**config.mk**
```make
export PLATFORM = sky130hd
export DESIGN_NAME = wb_regfile_stage
export DESIGN_NICKNAME = d
export VERILOG_FILES = /design/src/rtl/wb_regfile_stage.sv
export SDC_FILE = /design/constraint.sdc
export NUM_CORES = 2
export LEC_CHECK = 0
export BUFFER_PORTS_ARGS = -buffer_cell sky130_fd_sc_hd__buf_4
export CAP_MARGIN = 20
export CORE_MARGIN = 4
export CORE_UTILIZATION = 44
export CTS_CLUSTER_SIZE = 14
export DETAILED_ROUTE_END_ITERATION = 12
export SLEW_MARGIN = 10
export SYNTH_ARGS = -nofsm -noshare
export SYNTH_HDL_FRONTEND = slang
export SYNTH_SLANG_ARGS = --single-unit
```
**constraint.sdc**
```tcl
create_clock -name clk -period 50.5 [get_ports clk]
set_input_delay 10.1 -clock clk [delete_from_list [all_inputs] [get_ports clk]]
set_output_delay 10.1 -clock clk [all_outputs]
set_load 0.01 [all_outputs]
```
**src/rtl/wb_regfile_stage.sv**
```systemverilog
// RV32I write-back stage: selects the WB source, extends load data, owns x1..x31,
// serves two write-through read ports, a last-write bypass record and a retire counter.
module wb_regfile_stage #(
  parameter int XLEN  = 32,
  parameter int NREGS = 32,
  parameter int AW    = 5,
  parameter int CNTW  = 32
) (
  input  logic            clk,
  input  logic            reset,
  input  logic            werf_contrl,
  input  logic [1:0]      wb_contrl,
  input  logic [AW-1:0]   wb_rd,
  input  logic [XLEN-1:0] alu_result,
  input  logic [XLEN-1:0] mem_rdata,
  input  logic [2:0]      load_funct3,
  input  logic [1:0]      load_addr_lo,
  input  logic [XLEN-1:0] pc_plus4,
  input  logic [XLEN-1:0] imm_u,
  input  logic [AW-1:0]   rs1_addr,
  input  logic [AW-1:0]   rs2_addr,
  output logic [XLEN-1:0] rs1_data,
  output logic [XLEN-1:0] rs2_data,
  output logic [XLEN-1:0] wb_data,
  output logic            fwd_valid,
  output logic [AW-1:0]   fwd_rd,
  output logic [XLEN-1:0] fwd_data,
  output logic [CNTW-1:0] retired_cnt
);

  typedef enum logic [1:0] {
    WB_ALU  = 2'b00,
    WB_LOAD = 2'b01,
    WB_PC4  = 2'b10,
    WB_IMMU = 2'b11
  } wb_src_e;

  logic [XLEN-1:0] r_regs [NREGS];
  logic            r_fwd_valid;
  logic [AW-1:0]   r_fwd_rd;
  logic [XLEN-1:0] r_fwd_data;
  logic [CNTW-1:0] r_retired_cnt;

  logic [7:0]      w_byte;
  logic [15:0]     w_half;
  logic [XLEN-1:0] w_ext_load;
  logic [XLEN-1:0] w_wb_data;
  logic            w_commit;

  always_comb begin
    w_byte = '0;
    case (load_addr_lo)
      2'd0:    w_byte = mem_rdata[7:0];
      2'd1:    w_byte = mem_rdata[15:8];
      2'd2:    w_byte = mem_rdata[23:16];
      default: w_byte = mem_rdata[31:24];
    endcase
    // addr_lo=11 falls into the upper half: misaligned halfwords are not trapped
    w_half = load_addr_lo[1] ? mem_rdata[31:16] : mem_rdata[15:0];
  end

  always_comb begin
    w_ext_load = mem_rdata;
    case (load_funct3)
      3'b000:  w_ext_load = {{(XLEN-8){w_byte[7]}}, w_byte};
      3'b100:  w_ext_load = {{(XLEN-8){1'b0}}, w_byte};
      3'b001:  w_ext_load = {{(XLEN-16){w_half[15]}}, w_half};
      3'b101:  w_ext_load = {{(XLEN-16){1'b0}}, w_half};
      default: w_ext_load = mem_rdata;
    endcase
  end

  always_comb begin
    w_wb_data = alu_result;
    case (wb_src_e'(wb_contrl))
      WB_ALU:  w_wb_data = alu_result;
      WB_LOAD: w_wb_data = w_ext_load;
      WB_PC4:  w_wb_data = pc_plus4;
      WB_IMMU: w_wb_data = imm_u;
      default: w_wb_data = alu_result;
    endcase
  end

  assign w_commit = werf_contrl && (wb_rd != '0);
  assign wb_data  = w_wb_data;

  // Entry 0 is cleared by reset and never written, so it stays a constant zero
  always_ff @(posedge clk or posedge reset) begin
    if (reset) begin
      for (int unsigned i = 0; i < NREGS; i++) begin
        r_regs[i] <= '0;
      end
    end else if (w_commit) begin
      r_regs[wb_rd] <= w_wb_data;
    end
  end

  always_ff @(posedge clk or posedge reset) begin
    if (reset) begin
      r_fwd_valid   <= 1'b0;
      r_fwd_rd      <= '0;
      r_fwd_data    <= '0;
      r_retired_cnt <= '0;
    end else if (w_commit) begin
      r_fwd_valid   <= 1'b1;
      r_fwd_rd      <= wb_rd;
      r_fwd_data    <= w_wb_data;
      r_retired_cnt <= r_retired_cnt + CNTW'(1);
    end else begin
      r_fwd_valid   <= 1'b0;
    end
  end

  always_comb begin
    rs1_data = r_regs[rs1_addr];
    if (rs1_addr == '0) begin
      rs1_data = '0;
    end else if (werf_contrl && (wb_rd == rs1_addr)) begin
      rs1_data = w_wb_data;
    end
  end

  always_comb begin
    rs2_data = r_regs[rs2_addr];
    if (rs2_addr == '0) begin
      rs2_data = '0;
    end else if (werf_contrl && (wb_rd == rs2_addr)) begin
      rs2_data = w_wb_data;
    end
  end

  assign fwd_valid   = r_fwd_valid;
  assign fwd_rd      = r_fwd_rd;
  assign fwd_data    = r_fwd_data;
  assign retired_cnt = r_retired_cnt;

endmodule

```
# [Word level (Yosys, flattened, before mapping)]
# Index checks and enable logic that the tools add are counted.
[totals] register_bits=1094 inputBits=153 word_cells=82
[classes] n_addsub=1 order_cmp=4 n_eq_ne=10 muxes=18 n_bitwise=3 n_reduce_logical=10
[op_table] cell="$bwmux W1024" count=1
[op_table] cell="$bmux W32 S5" count=2
[op_table] cell="$mux W32" count=9
[op_table] cell="$pmux W32 S4" count=2
[op_table] cell="$demux W32 S5" count=1
[op_table] cell="$add A32 B1 Y32 const B" count=1
[op_table] cell="$pmux W8 S3" count=1
[op_table] cell="$ge A6 B6 Y1 const B" count=3
[op_table] cell="$not A5 Y6" count=3
[op_table] cell="$mux W16" count=1
[op_table] cell="$eq A5 B5 Y1" count=2
[op_table] cell="$logic_not A5 Y1" count=2
[op_table] cell="$eq A2 B2 Y1 const B" count=3
[op_table] cell="$eq A3 B3 Y1 const B" count=2
[op_table] cell="$lt A6 B1 Y1 const B" count=1
[op_table] cell="$reduce_bool A5 Y1" count=1
[op_table] cell="$eq A2 B1 Y1 const B" count=2
[op_table] cell="$logic_and A1 B1 Y1" count=4
[op_table] cell="$logic_not A2 Y1" count=2
[op_table] cell="$eq A3 B1 Y1 const B" count=1
[op_table] cell="$logic_not A3 Y1" count=1
[op_table] cell="$mux W1" count=1

# [Logic depth before layout (Yosys ltp)]
[depth] ltp_word=6 mapped_depth=12 ltp_nobuf=7

# [Least setup slack after synthesis]
# Ideal clock, no wire load.
[synth_timing] path_kind="in2out" startpoint="in load_funct3[0]" endpoint="out rs1_data[30]" arrival_time_ns=11.819 t_required_ns=40.400 setup_slack_ns=28.581 cell_stages=8 path_cell_list="buf_2 -> nor2_1 -> mux2_2 -> a21oi_4 -> buf_6 -> a221oi_4 -> buf_2 -> o221ai_1"
[synth_between] elab_chain_cells=5
[synth_rtl] element="from (decl)" line="16" text="input logic [2:0] load_funct3,"
[synth_rtl] element="$eq A3 B3 Y1, or another cell as far along" line="64" text="case (load_funct3)"
[synth_rtl] element="$pmux W32 S4 (*)" line="64"
[synth_rtl] element="$pmux W32 S4 (*)" line="75" text="case (wb_src_e'(wb_contrl))"
[synth_rtl] element="$mux W32 (*)" line="118" text="end else if (werf_contrl && (wb_rd == rs1_addr)) begin"
[synth_rtl] element="$mux W32 (*)" line="116" text="if (rs1_addr == '0) begin"
[synth_rtl] element="to (decl)" line="22" text="output logic [XLEN-1:0] rs1_data,"
# Mark *: on every way between the ends. The rest lies on a longest branch, timed or not.

# [Worst setup path in the final report]
[layout_timing] startpoint="in rs1_addr[0]" endpoint="out rs1_data[10]"
[layout_between] elab_chain_cells=6
[layout_rtl] element="from (decl)" line="20" text="input logic [AW-1:0] rs1_addr,"
[layout_rtl] element="$not A5 Y6 (implied by the code)" line="115" text="rs1_data = r_regs[rs1_addr];"
[layout_rtl] element="$bmux W32 S5" line="115"
[layout_rtl] element="$mux W32 (implied by the code) (2 in series)" line="115"
[layout_rtl] element="$mux W32" line="118"
[layout_rtl] element="$mux W32 (*)" line="116"
# Mark *: on every way between the ends. The rest lies on a longest branch, timed or not. The select of a mux whose other input is x is not followed.

==> out/qor.csv <==
stage;metric;value;unit
final_layout;post-route cell area;0.0654;mm²
critical_path;crit path kind;primary input to primary output;
timing;achievable clock frequency;40.1;MHz
timing;Slew headroom;15.6;%
logic_synthesis;synthesized cell area;0.0583;mm²
clock_network;CTS HTree Levels;3;
critical_path;Worst EP required;40400;ps
global_routing;first-pass GRT wire length;304000;µm
critical_path;Critical Path Sink Type;primary output;
critical_path;CP Cell Sequence;buf_8, buf_4, buf_4, buf_4, mux4_2, mux4_2, nand2b_1, nand3_1, nor2_1, a211oi_1, buf_4;
status;outcome;complete, no violations;
logic_synthesis;Yosys top cell area share;47.0;%
critical_path;Arr. time, crit path;14860;ps
detailed_routing;drt first pass iters;6;
detailed_routing;Routed Antenna Nets;0;
timing;RSZ-0062 raised after global routing;no;
timing;worst slew pin tran;1260;ps
critical_path;CP dominant cell by count;buf_4;
clock_network;post-cts sizing count;0;
logic_synthesis;dominant synthesized flop cell;dfrtp_1;
run;Max Cap Viol;0;
critical_path;Setup crit start kind;primary input;
placement;DP Area;0.0613;mm²
timing;endpoints failing setup;0;
critical_path;Slowest-stage cell, CP;buf_4;
final_layout;Layout Nets;5681;
clock_network;Post-CTS Setup Bufs;0;
timing;setup ws final;25540;ps
floorplan;row count;133;
global_routing;number of global-route vias before repair;45300;
clock_network;clock slew at reported path FFs;60;ps
clock_network;clk sinks;1094;
logic_synthesis;syn_area_per_cell;10.5;µm²
detailed_routing;vias per cell;6.17;
global_routing;initial antenna violation count;6;
floorplan;Core Region;0.131;mm²
logic_synthesis;number of synthesized flops with an enable pin;0;
timing;final hold violation count;0;
final_layout;area growth from synthesis to layout;12.3;%
global_routing;Total GRT Usage;29.6;%
logic_synthesis;FFs w/ async S/R, synth;100;%
floorplan;io pins;319;
clock_network;CTS Buf Count;119;
clock_network;CTS Hold Bufs;0;
critical_path;slowest stage delay, CP;890;ps
placement;I/O Buffers;318;
power_and_ir_drop;Power Density;40.1;mW/mm²
min_path;Hold Crit Class;flop to flop;
critical_path;crit-path max FO;56;
detailed_routing;WL per Instance;27.7;µm
detailed_routing;DRC;0;
final_layout;layout cells sized above 1;20.3;%
critical_path;CP bufs+invs;5;
detailed_routing;Iter 0 DRT Violations;4743;
floorplan;Starting Density;44.3;%
global_routing;largest net degree at the start of global routing;149;
final_layout;Post-Layout Cell Count;7383;
placement;HPWL after DPL;117000;µm
detailed_routing;WL final;205000;µm
floorplan;die height;372;µm
placement;dpl cells;7154;
detailed_routing;Via Count;45500;
global_routing;total grt overflow;0;
logic_synthesis;Yosys Warn Count;0;
critical_path;critical path's top delay family;buffers and inverters;
power_and_ir_drop;Worst VDD drop;0.0284;mV
logic_synthesis;flops & latches, synth;1094;
timing;Tmin final;24960;ps
logic_synthesis;Mapped Cells;5550;
placement;DP Worst Slack;25580;ps
timing;fin. max-slew vios;0;
logic_synthesis;syn nets;5704;
clock_network;clk_lat worst skew;740;ps
timing;fin crit share;49.4;%
clock_network;root buf cell;clkbuf_16;
timing;clk_skew;5.50;ps
logic_synthesis;Yosys cell types;70;
power_and_ir_drop;leakage;0.0293;µW
clock_network;CTS tree;built;
logic_synthesis;synth top area cells;dfrtp_1 47%, mux4_2 14%, nand2_1 8.0%, o21ai_0 6.5%, mux2i_1 6.4%;
floorplan;DIE AREA;0.138;mm²
placement;Placer Congestion;0.840;
logic_synthesis;sequential-to-total area share from yosys stat;47.0;%
clock_network;Max Root-Sink Buffers;3;
logic_synthesis;post-synth top area cell;dfrtp_1;
final_layout;Final Core Density;49.8;%
floorplan;Die X;372;µm
timing;post-route setup TNS;0;ps
final_layout;diodes inserted;0;
-- cell usage in the layout (no fill, tap or decap), drive strengths merged, types with 62 or more instances in the layout --
cell	n
o21ai	1059
mux4	371
mux2i	373
nand3	72
nand2	1247
nor2	67
dfrtp	1094
buf	434
clkbuf	190
a21oi	62
a211oi	110
a22oi	110
-- registers in the layout, summed over array words and instances, names as in the netlist --
signal and flops:
fwd_valid 1, retired_cnt 32, fwd_rd 5, r_regs 1024, fwd_data 32
-- stage by stage --
step / hold slack (ps) / power [µW]
after global routing: 408 / 2750
after floorplan: 441 / 1540
after global placement: 378 / 1710
after CTS: 397 / 2630
final: 396 / 2630
after detailed placement: 383 / 1730
-- kinds of logic (layout without fill, tap and decap cells) --
kind of cell | count (synthesis) | count (layout) | share of synthesized area [%]
fa+ha+maj | 1 | 1 | 0.0215
xor+xnor | 41 | 41 | 0.616
buf+inv | 622 | 700 | 5.14
simple gates | 1520 | 1520 | 10.6
compound gates | 1496 | 1496 | 15.3
flops | 1094 | 1094 | 47.0
mux | 776 | 776 | 21.4
-- layer usage --
metal | track usage (%) | share of wire, % | vias to the layer above
met5 | 0 | 0.013 | -
met2 | 46.4 | 46 | 1940
met3 | 6.03 | 7.9 | 458
met1 | 40.8 | 42 | 23200
met4 | 10.9 | 4.0 | 4
li1 | - | - | 20000
-- report_power, final --
part | leakage, µW | total, µW | switching (µW) | internal [µW]
Clock | 0.00198 | 902 | 375 | 527
Sequential | 0.0143 | 1170 | 129 | 1040
Combinational | 0.0130 | 554 | 295 | 259
Total | 0.0293 | 2630 | 798 | 1830
-- area by class of cell --
class                      instances  area [µm²]
multi-input combinational       3834       28300
fill                           12100       66000
clock inverter                    34         382
tap                             1755        2200
inverter                          42         165
sequential                      1094       27400
timing repair buffer             436        3380
clock buffer                     188        3640
-- worst paths after layout --
check / startpoint / end / slack [ps] / cells past startpoint
max: rs1_addr[0] / rs1_data[10] / 25540 / 11
min: r_regs[997] / r_regs[997] / 400 / 0
max reg2reg: retired_cnt[6] / retired_cnt[25] / 48210 / 6
min reg2reg: r_regs[997] / r_regs[997] / 400 / 0
max in group asynchronous: reset / r_regs[653] / 37070 / 6
min in group asynchronous: reset / r_regs[196] / 9400 / 2
-- worst register-to-register path, stage by stage (launching register included) --
cell     delay [ps]
dfrtp_1         450
nand4_1         260
nor4_1          520
nor3b_2         300
and3_1          360
nand4_1         160
xnor2_1         140
-- synth_stat cells, types with 7 or more instances --
cell type / n
buf_1: 17
a21oi_1: 56
o2111ai_1: 7
nor2b_1: 16
a221o_1: 9
nor2_1: 66
o22ai_1: 10
a2111oi_0: 8
nand4_1: 15
a22oi_1: 110
buf_4: 48
and3_1: 16
xor2_1: 14
nand3_1: 72
o21ai_1: 303
nor3_1: 29
a21o_1: 16
nand2b_1: 12
dfrtp_1: 1094
o221a_2: 19
mux2_2: 32
buf_6: 39
mux2i_1: 373
xnor2_1: 27
clkbuf_1: 341
o21ai_0: 756
a211oi_1: 105
nand2_1: 1246
mux4_2: 371
and2_1: 23
a221oi_1: 34
o221ai_1: 8
inv_1: 39
a221oi_4: 10
buf_2: 130
No activity file was read; power rests on OpenSTA's default activity.
